### src/rtl/vga_timing_pkg.sv
// vga_timing_pkg: default 640x480@60 timing constants and the shared position type.
package vga_timing_pkg;
    localparam int DEF_H_VISIBLE = 640;
    localparam int DEF_H_FP      = 16;
    localparam int DEF_H_SYNC    = 96;
    localparam int DEF_H_BP      = 48;
    localparam int DEF_V_VISIBLE = 480;
    localparam int DEF_V_FP      = 10;
    localparam int DEF_V_SYNC    = 2;
    localparam int DEF_V_BP      = 33;
    localparam int DEF_H_TOTAL   = DEF_H_VISIBLE + DEF_H_FP + DEF_H_SYNC + DEF_H_BP;
    localparam int DEF_V_TOTAL   = DEF_V_VISIBLE + DEF_V_FP + DEF_V_SYNC + DEF_V_BP;
    localparam int MAX_TOTAL     = 1024;

    typedef struct packed {
        logic [9:0] x;
        logic [9:0] y;
    } pos_t;
endpackage

### src/rtl/sync_counter.sv
// sync_counter: 10-bit modulo-TOTAL counter exposing its next value and a terminal-count strobe.
module sync_counter #(
    parameter int TOTAL = 800
) (
    input  logic       vga_clk,
    input  logic       reset_n,
    input  logic       en,
    output logic [9:0] count,
    output logic [9:0] count_next,
    output logic       tc
);
    always_comb begin
        tc = en && (count == 10'(TOTAL - 1));
        count_next = tc ? '0 : count + {9'd0, en};
    end

    always_ff @(posedge vga_clk) count <= reset_n ? count_next : '0;
endmodule

### src/rtl/vga_timing_gen.sv
// vga_timing_gen: VGA position, sync, blank and frame strobes; every flag is decoded
// from the next position so it lands in the same cycle as DrawX/DrawY.
module vga_timing_gen
    import vga_timing_pkg::*;
#(
    parameter int H_VISIBLE = DEF_H_VISIBLE,
    parameter int H_FP      = DEF_H_FP,
    parameter int H_SYNC    = DEF_H_SYNC,
    parameter int H_BP      = DEF_H_BP,
    parameter int V_VISIBLE = DEF_V_VISIBLE,
    parameter int V_FP      = DEF_V_FP,
    parameter int V_SYNC    = DEF_V_SYNC,
    parameter int V_BP      = DEF_V_BP
) (
    input  logic       vga_clk,
    input  logic       reset_n,
    output logic       hs,
    output logic       vs,
    output logic       blank,
    output logic [9:0] DrawX,
    output logic [9:0] DrawY,
    output logic       line_start,
    output logic       frame_start,
    output logic [7:0] frame_count
);
    localparam int H_TOTAL = H_VISIBLE + H_FP + H_SYNC + H_BP;
    localparam int V_TOTAL = V_VISIBLE + V_FP + V_SYNC + V_BP;
    localparam logic [9:0] HS_LO = 10'(H_VISIBLE + H_FP);
    localparam logic [9:0] HS_HI = 10'(H_VISIBLE + H_FP + H_SYNC - 1);
    localparam logic [9:0] VS_LO = 10'(V_VISIBLE + V_FP);
    localparam logic [9:0] VS_HI = 10'(V_VISIBLE + V_FP + V_SYNC - 1);
    localparam logic [9:0] H_VIS = 10'(H_VISIBLE);
    localparam logic [9:0] V_VIS = 10'(V_VISIBLE);

    if (H_TOTAL > MAX_TOTAL || V_TOTAL > MAX_TOTAL) begin : g_total_check
        $error("vga_timing_gen: H_TOTAL and V_TOTAL must not exceed %0d", MAX_TOTAL);
    end

    logic [9:0] nx;
    logic [9:0] ny;
    logic       h_tc;
    logic       v_tc;
    pos_t       nxt;

    assign nxt = '{x: nx, y: ny};

    sync_counter #(.TOTAL(H_TOTAL)) u_hcnt (
        .vga_clk    (vga_clk),
        .reset_n    (reset_n),
        .en         (1'b1),
        .count      (DrawX),
        .count_next (nx),
        .tc         (h_tc)
    );

    sync_counter #(.TOTAL(V_TOTAL)) u_vcnt (
        .vga_clk    (vga_clk),
        .reset_n    (reset_n),
        .en         (h_tc),
        .count      (DrawY),
        .count_next (ny),
        .tc         (v_tc)
    );

    // v_tc fires only on the last pixel of the last line, i.e. the edge into (0,0)
    always_ff @(posedge vga_clk) begin
        if (!reset_n) begin
            hs          <= 1'b1;
            vs          <= 1'b1;
            blank       <= 1'b1;
            line_start  <= 1'b0;
            frame_start <= 1'b0;
            frame_count <= '0;
        end else begin
            hs          <= !(nxt.x >= HS_LO && nxt.x <= HS_HI);
            vs          <= !(nxt.y >= VS_LO && nxt.y <= VS_HI);
            blank       <= nxt.x < H_VIS && nxt.y < V_VIS;
            line_start  <= nxt.x == '0;
            frame_start <= v_tc;
            frame_count <= frame_count + 8'(v_tc);
        end
    end
endmodule

### config.mk
export PLATFORM = sky130hd
export DESIGN_NAME = vga_timing_gen
export DESIGN_NICKNAME = d
export VERILOG_FILES = /design/src/rtl/vga_timing_pkg.sv /design/src/rtl/sync_counter.sv /design/src/rtl/vga_timing_gen.sv
export SDC_FILE = /design/constraint.sdc
export NUM_CORES = 1
export LEC_CHECK = 0
export ABC_AREA = 0
export CAP_MARGIN = 10
export CORE_UTILIZATION = 60
export CTS_CLUSTER_SIZE = 10
export DETAILED_ROUTE_END_ITERATION = 10
export DONT_BUFFER_PORTS = 1
export GPL_ROUTABILITY_DRIVEN = 0
export PLACE_DENSITY = 0.74
export SYNTH_ARGS = -nofsm -noshare
export SYNTH_HDL_FRONTEND = slang
export SYNTH_SLANG_ARGS = --single-unit
### constraint.sdc
create_clock -name vga_clk -period 8.3 [get_ports vga_clk]
set_input_delay 1.66 -clock vga_clk [delete_from_list [all_inputs] [get_ports vga_clk]]
set_output_delay 1.66 -clock vga_clk [all_outputs]
set_load 0.005 [all_outputs]
# Word level (Yosys, flattened, before mapping)
# Cells that the tools add are included.
[classes] n_addsub=3 order_cmp=6 eq_ne=2 muxes=2 reduce_logical=7
[op_table] cell="== test 10 bit, second input constant" n=2
[op_table] cell="two-way mux 10 bit" n=2
[op_table] cell="adder 10 x 1 -> 10 bit" n=1
[op_table] cell="adder 10 x 1 -> 10 bit, second input constant" n=1
[op_table] cell=">= comparator 10 bit, second input constant" n=1
[op_table] cell=">= comparator 10 x 9 -> 1 bit, second input constant" n=1
[op_table] cell="<= comparator 10 bit, second input constant" n=1
[op_table] cell="<= comparator 10 x 9 -> 1 bit, second input constant" n=1
[op_table] cell="zero test 10 bit" n=1
[op_table] cell="less-than comparator 10 bit, second input constant" n=1
[op_table] cell="less-than comparator 10 x 9 -> 1 bit, second input constant" n=1
[op_table] cell="adder 8 x 1 -> 8 bit" n=1
[op_table] cell="logical AND 1 bit" n=4
[op_table] cell="zero test 1 bit" n=2
[word_totals] register_bits=33 output_inout_bits=33 wordCells=28

# Longest topological paths before layout
# Gate-level depths: netlist of the first run.
[logic_depth] depth_word=6 ltp_mapped=11

# By module
# A second synthesis of the first run with hierarchy kept.
[hier_totals] cells_unflattened=185 hier_area_um2=1649.1
[modules_own_cells] mod="sync_counter at u_vcnt" n_inst=1 cells_each=67 area_each_um2=580.6 seq_area_each_um2=200.2
[modules_own_cells] mod="vga_timing_gen" n_inst=1 cells_each=57 area_each_um2=545.5 seq_area_each_um2=260.2
[modules_own_cells] mod="sync_counter at u_hcnt" n_inst=1 cells_each=61 area_each_um2=523.0 seq_area_each_um2=200.2

# Least setup slack after synthesis of the first run
# No wires, ideal clock.
[synth_path] kind="register to register" startpoint="register u_hcnt.count[0]" endpoint="register vs" setup_ns=0.127 t_arrival_ns=2.928 slack_ns=5.245 path_stages_with_launch=12 path_buffers=1 period_less_slack_ns=3.055 path_cell_list="dfxtp_1 -> ha_1 -> clkbuf_1 -> nand4_1 -> nor2_1 -> ha_1 -> ha_1 -> inv_1 -> or3_1 -> a221oi_2 -> o2111ai_1 -> or3b_1"
[synth_via] elab_chain_cells=6
[synth_lines] item="start: declaration" line="sync_counter.sv:8" rtl="output logic [9:0] count,"
[synth_lines] item="start signal: assignment" line="sync_counter.sv:17" rtl="always_ff @(posedge vga_clk) count <= reset_n ? count_next : '0;"
[synth_lines] item="== test 10 bit (*)" line="sync_counter.sv:13" rtl="tc = en && (count == 10'(TOTAL - 1));"
[synth_lines] item="adder 10 x 1 -> 10 bit / logical AND 1 bit (equally long branches)" line="sync_counter.sv:14, sync_counter.sv:13"
[synth_lines] item="two-way mux 10 bit (*)" line="sync_counter.sv:14" rtl="count_next = tc ? '0 : count + {9'd0, en};"
[synth_lines] item=">= comparator 10 x 9 -> 1 bit / <= comparator 10 x 9 -> 1 bit (equally long branches)" line="vga_timing_gen.sv:76" rtl="vs <= !(nxt.y >= VS_LO && nxt.y <= VS_HI);"
[synth_lines] item="logical AND 1 bit (*)" line="vga_timing_gen.sv:76"
[synth_lines] item="zero test 1 bit (*)" line="vga_timing_gen.sv:76"
[synth_lines] item="end signal: assignment" line="vga_timing_gen.sv:76"
[synth_lines] item="end: declaration" line="vga_timing_gen.sv:18" rtl="output logic vs,"
# Every way passes the cells marked *; elsewhere a longest branch is shown, timed or not.
# A chain may end at the register's enable or synchronous reset.

# Worst setup path in the final report of the first run
# Same ends and word-level chain as after synthesis.

==> impl_metrics.json, run 1 <==
{
  "synth.distinct_cells": 40,
  "final_hold_viol_count": 0,
  "setup_viol": 0,
  "synth_area_leader_cell": "dfxtp_1",
  "power_leakage_nw": 0.594,
  "cp_slowest_cell": "dfxtp_1",
  "vias_per_cell": 5.96,
  "clock_sinks": 33,
  "fin_crit_sh": 0.402,
  "pin_count": 35,
  "overflow": 0,
  "post_cts_buffers": 0,
  "drc_errors": 0,
  "hold_depth": 1,
  "wirelength_um": 3100,
  "h-tree-depth": 2,
  "min_path_type": "reg -> reg",
  "r2r_start": "u_hcnt.count[0]$_SDFF_PN0_",
  "crit_path_max_fanout": 8,
  "skew_ns": 0.00953,
  "clk_path_buf_depth": 2,
  "fmax_mhz": 300,
  "crit_top_cell": "ha_1",
  "power_density_nw_per_um2": 176,
  "ys_top_cells_by_area": "dfxtp_1 (41%), xor2_1 (7.1%), nor2_1 (6.4%)",
  "insertedDiodeCount": 0,
  "drtPass1Iterations": 4,
  "tightestPinTransition_ns": 0.491,
  "tns_ns": 0,
  "max-slew-margin-rel": 0.670,
  "cts_resized": 0,
  "die_width_um": 53.6,
  "worstSetupPathType": "reg -> reg",
  "syn_to_final_growth_pct": 4.47,
  "drv_cap": 0,
  "clk_pin_slew_ns": 0.11,
  "grt_usage": 0.234,
  "multi_input_area_um2": 857,
  "min_to": "u_hcnt.count[0]$_SDFF_PN0_",
  "worstReg2RegEnd": "vs$_SDFF_PN1_",
  "syn_inst": 184,
  "design.die.area_um2": 2870,
  "reg2reg_depth": 10,
  "grt_pass1_wl_um": 4750,
  "drt_iter0_drc": 20,
  "syn_area_per_cell_um2": 8.67,
  "chipHeight_um": 53.6,
  "hold_slack_ns": 0.517,
  "peakVddDrop_mv": 0.136,
  "grt_max_degree": 13,
  "slowest_delay_ns": 0.44,
  "dp_hpwl_um": 2220,
  "cp-start-kind": "register",
  "outcome": "finished clean",
  "ant_nets": 0,
  "cts-root-buf": "clkbuf_4",
  "io_buffer_count": 0,
  "holdBufCountCts": 0,
  "coreArea_um2": 2500,
  "slew_viol_final": 0,
  "ys_warn_count": 0,
  "rsz0062_at_grt": "false",
  "path_cells": "ha_1 -> nand4_1 -> nor2_1 -> ha_1 -> ha_1 -> inv_1 -> or3_1 -> a221oi_2 -> o2111ai_1 -> or3b_1",
  "antenna_found_initial": 0,
  "grt_pass1_vias": 1155,
  "wire_per_inst_um": 14.7,
  "cts_buffers": 5,
  "worstPathRequired_ns": 8.52,
  "row_count": 18,
  "synth_nets": 192,
  "drive_above_1_share": 0.0773,
  "nets": 188,
  "ys_ff_latch": 33,
  "synth_seq_area_share": 0.414,
  "power_uw": 293,
  "synth_area_um2": 1600,
  "vias": 1257,
  "arrival_ns": 3.55,
  "netlist.area_leader.share": 0.414,
  "hp-start": "u_hcnt.count[0]$_SDFF_PN0_",
  "end_kind": "register",
  "rrSetupSlack_ns": 4.97,
  "initial_core_util": 0.638,
  "period_minus_slack_ns": 3.33,
  "regArea_um2": 661,
  "clk_latency_ns": 0.33,
  "cts_tree": "yes",
  "fillCellCount": 196
}
## worst max-delay path: cells and delay by family (launching register included)
kind / cells / cell delay (ns)
compound gates: 2 / 0.46
fa+ha+maj: 3 / 0.88
buf+inv: 1 / 0.10
flops: 1 / 0.44
simple gates: 4 / 1.35
## area by class of cell
| class | count | area share |
|---|---|---|
| clock inverters | 2 | 0.0225 |
| flip-flops and latches | 33 | 0.396 |
| well taps | 30 | 0.0225 |
| clock buffers | 6 | 0.0308 |
| multi-input cells | 134 | 0.514 |
| inverters | 6 | 0.0135 |
## cells by family after synthesis
| logic type | count (synthesis) | synth area share |
|---|---|---|
| flip-flops | 33 | 0.414 |
| buffers and inverters | 17 | 0.0486 |
| AO/OA/AOI/OAI | 23 | 0.0972 |
| AND/OR/NAND/NOR | 85 | 0.283 |
| XOR/XNOR | 20 | 0.110 |
| adder cells (fa/ha/maj) | 6 | 0.0471 |
## synth_stat cells
library cell	instances
dfxtp_1	33
nor2_1	27
nand3_1	15
xor2_1	13
nand2_1	10
o21ai_0	7
xnor2_1	7
ha_1	6
inv_1	6
a21oi_1	5
buf_2	5
clkbuf_1	4
nor3_1	4
or3_1	4
or4_1	4
and2_1	3
nand2b_1	3
nand4_1	3
a31oi_1	2
and3_1	2
and4_1	2
a21bo_2	1
a221oi_2	1
a32oi_1	1
a41oi_1	1
and2_2	1
buf_1	1
buf_6	1
nor2b_1	1
nor4_4	1
nor4b_1	1
o2111ai_1	1
o21ai_1	1
o221a_2	1
o22ai_1	1
o41ai_1	1
or2_0	1
or2_1	1
or3_4	1
or3b_1	1
## state kept, by name, summed over array words and instances (netlist names)
signal        cells
hs                1
u_hcnt.count     10
u_vcnt.count     10
frame_start       1
blank             1
vs                1
line_start        1
frame_count       8
## placed cells by master (no fill, tap or decap), drive strengths merged, types with 2 or more instances in the layout
master / instances
nand3: 15
nor2: 27
nand2b: 3
dfxtp: 33
nand2: 10
a21oi: 5
xnor2: 7
xor2: 13
o21ai: 8
clkbuf: 6
or4: 4
a31oi: 2
ha: 6
or3: 5
and2: 4
or2: 2
nor3: 4
inv: 6
nand4: 3
and3: 2
and4: 2
## how the worst max path moves through the flow
| stage | start | to | slack [ns] |
|---|---|---|---|
| floorplan | u_hcnt.count[0]$_SDFF_PN0_ | vs$_SDFF_PN1_ | 5.24 |
| global placement | u_hcnt.count[0]$_SDFF_PN0_ | vs$_SDFF_PN1_ | 5.15 |
| detailed placement | u_hcnt.count[0]$_SDFF_PN0_ | vs$_SDFF_PN1_ | 5.04 |
| CTS | u_hcnt.count[0]$_SDFF_PN0_ | vs$_SDFF_PN1_ | 5.00 |
| global route | u_hcnt.count[0]$_SDFF_PN0_ | vs$_SDFF_PN1_ | 4.76 |
| finish | u_hcnt.count[0]$_SDFF_PN0_ | vs$_SDFF_PN1_ | 4.97 |
## metrics by stage
stage               instances   util  instance area, µm²  setup WS, ns
CTS                       211  0.667                1670          5.00
detailed placement        203  0.631                1580          5.04
global placement          203  0.631                1580          5.15
finish                    211  0.667                1670          4.97
global route              211  0.667                1670          4.76
floorplan                 184      -                1600          5.24
## report_power, final
part | switching [mW] | total (mW) | internal (mW)
clock network | 0.0546 | 0.126 | 0.0716
logic | 0.00383 | 0.00546 | 0.00163
registers | 0.00230 | 0.162 | 0.160
## metal layers
| layer | vias up | part of all wire | routed length [µm] | GRT usage |
|---|---|---|---|---|
| li1 | 628 | - | - | - |
| met1 | 573 | 0.42 | 1320 | 0.247 |
| met2 | 48 | 0.49 | 1520 | 0.398 |
| met3 | 8 | 0.062 | 193 | 0.0876 |
| met4 | 0 | 0.021 | 66 | 0.136 |
| met5 | - | 0 | 0 | 0 |
Power figures use the tool's default switching activity.
==> run 2: changes to the inputs <==
==> constraint.sdc (replaced) <==
create_clock -name vga_clk -period 3.25 [get_ports vga_clk]
set_input_delay 0.65 -clock vga_clk [delete_from_list [all_inputs] [get_ports vga_clk]]
set_output_delay 0.65 -clock vga_clk [all_outputs]
set_load 0.005 [all_outputs]
==> run 2 against run 1 <==
- non-clock buffer count rose by 4
- hold slack lost 0.075 ns
- combinational power rose to 2.7 times the previous value
- clock skew decreased by 0.0024 ns
- critical path type unchanged
- cell count rose by 1.4%
- flip-flop and latch count stayed put
- die area unchanged
- via count increased by 2.0%
- sequential share of layout area shrank 0.089 points
- maximum frequency rose by 9.6%
==> impl_metrics.json, run 2 (same netlist as run 1, synthesis figures left out) <==
{
  "outcome": "finished clean",
  "ant_nets": 0,
  "period_minus_slack_ns": 3.04,
  "internal-power_uw": 514,
  "endpoint": "vs$_SDFF_PN1_",
  "peakVddDrop_mv": 0.361,
  "cp-start-kind": "register",
  "power_density_nw_per_um2": 393,
  "drv_cap": 0,
  "end_kind": "register",
  "coreArea_um2": 2500,
  "r2r_start": "u_hcnt.count[6]$_SDFF_PN0_",
  "reg_top3": "u_hcnt.count: 10 flops, u_vcnt.count: 10 flops, frame_count: 8 flops",
  "grt_pass1_vias": 1119,
  "layout_commonest_cell": "dfxtp_1",
  "clk_latency_ns": 0.32,
  "post_cts_buffers": 0,
  "fin_crit_sh": 0.936,
  "stdcell_count": 214,
  "final_hold_viol_count": 0,
  "antenna_found_initial": 0,
  "vias": 1282,
  "cp-startpoint": "u_hcnt.count[6]$_SDFF_PN0_",
  "vias_per_cell": 5.99,
  "p_clk_frac": 0.347,
  "p_sw_frac": 0.216,
  "cts-root-buf": "clkbuf_4",
  "setup_viol": 0,
  "row_count": 18,
  "wirelength_um": 3100,
  "cts_buffers": 5,
  "final_cell_mix": "dfxtp_1 (33), nor2_1 (26), nand3_1 (15)",
  "grt_pass1_wl_um": 4630,
  "clk_path_buf_depth": 2,
  "drive_above_1_share": 0.103,
  "initial_core_util": 0.638,
  "grt_max_degree": 13,
  "pin_count": 35,
  "worstPathRequired_ns": 3.46,
  "rsz0062_at_grt": "false",
  "fmax_mhz": 329,
  "rrSetupSlack_ns": 0.21,
  "insertedDiodeCount": 0,
  "skew_ns": 0.00711,
  "design.die.area_um2": 2870,
  "power_uw": 656,
  "crit_path_max_fanout": 6,
  "seqPwrFrac": 0.630,
  "nets": 192,
  "arrival_ns": 3.25,
  "worstReg2RegEnd": "vs$_SDFF_PN1_",
  "utilization": 0.668,
  "io_buffer_count": 0,
  "reg2reg_depth": 10,
  "syn_to_final_growth_pct": 4.71,
  "power_leakage_nw": 0.596,
  "chipHeight_um": 53.6,
  "overflow": 0,
  "worstSetupPathType": "reg -> reg",
  "grt_usage": 0.227,
  "p_switching_uw": 142,
  "dp_hpwl_um": 2230,
  "drc_errors": 0,
  "drtPass1Iterations": 4,
  "h-tree-depth": 2,
  "placed_cells": 207,
  "tns_ns": 0,
  "pwr-share-comb": 0.023,
  "min_path_type": "in -> reg",
  "drt_iter0_drc": 40,
  "tightestPinTransition_ns": 0.509,
  "wire_per_inst_um": 14.5,
  "clock_sinks": 33,
  "cts_tree": "yes",
  "die_width_um": 53.6,
  "clk_pin_slew_ns": 0.09,
  "max-slew-margin-rel": 0.658,
  "slew_viol_final": 0
}
run 2: cell types whose count changed in the layout (fill, tap and decap cells not counted), sizes merged:
cell	change
clkbuf	+1
buf	+4
clkinvlp	-1
bufinv	-1
run 2: worst min path at each step:
stage	from	end	slack, ns	depth (start not counted)
final	reset_n	frame_count[1]$_SDFF_PN0_	0.44	1
after global routing	reset_n	frame_count[1]$_SDFF_PN0_	0.42	1
after CTS	reset_n	frame_count[1]$_SDFF_PN0_	0.42	1
after detailed placement	u_hcnt.count[0]$_SDFF_PN0_	u_hcnt.count[0]$_SDFF_PN0_	0.50	1
after global placement	u_hcnt.count[0]$_SDFF_PN0_	u_hcnt.count[0]$_SDFF_PN0_	0.49	1
after floorplan	u_hcnt.count[0]$_SDFF_PN0_	u_hcnt.count[0]$_SDFF_PN0_	0.47	1
run 2: routing by layer:
metal / routed length [µm] / vias to the layer above / global-route usage
met3: 190 / 5 / 0.0876
met5: 0 / - / 0
met2: 1590 / 41 / 0.388
li1: - / 636 / -
met1: 1290 / 600 / 0.243
met4: 34 / 0 / 0.110
run 2: critical path, cell delays in order (launching register included):
cell	delay, ns
dfxtp_1	0.38
or2_0	0.23
or3_4	0.40
nor2_2	0.12
ha_2	0.23
ha_1	0.25
inv_1	0.10
or3_1	0.39
a221oi_2	0.28
o2111ai_1	0.18
or3b_1	0.36
run 2: timing repair:
action | 4_1_cts | 5_1_grt
setup endpoints to repair | 0 | 1
hold buffers | 0 | 0
hold endpoints to repair | 0 | 0
resized for setup | 0 | 3
run 2: layout make-up:
class | instances | area, µm²
inverter | 6 | 22.5
timing repair buffer | 4 | 30.0
tap | 30 | 37.5
fill | 217 | 830
multi-input combinational | 134 | 865
sequential | 33 | 661
clock buffer | 7 | 55.1
run 2: power groups by stage:
stage               sequential (mW)  clock [mW]  combinational, mW
global route                  0.414       0.253             0.0166
global placement              0.422           0             0.0142
floorplan                     0.420           0             0.0136
CTS                           0.413       0.238             0.0149
finish                        0.413       0.228             0.0150
detailed placement            0.422           0             0.0149
run 2: stage by stage:
stage | hold slack, ns | area, µm² | worst slack, ns
floorplan | 0.466 | 1600 | 0.195
global placement | 0.486 | 1610 | 0.248
detailed placement | 0.500 | 1610 | 0.129
CTS | 0.422 | 1660 | 0.111
global route | 0.422 | 1670 | 0.00931
finish | 0.442 | 1670 | 0.208
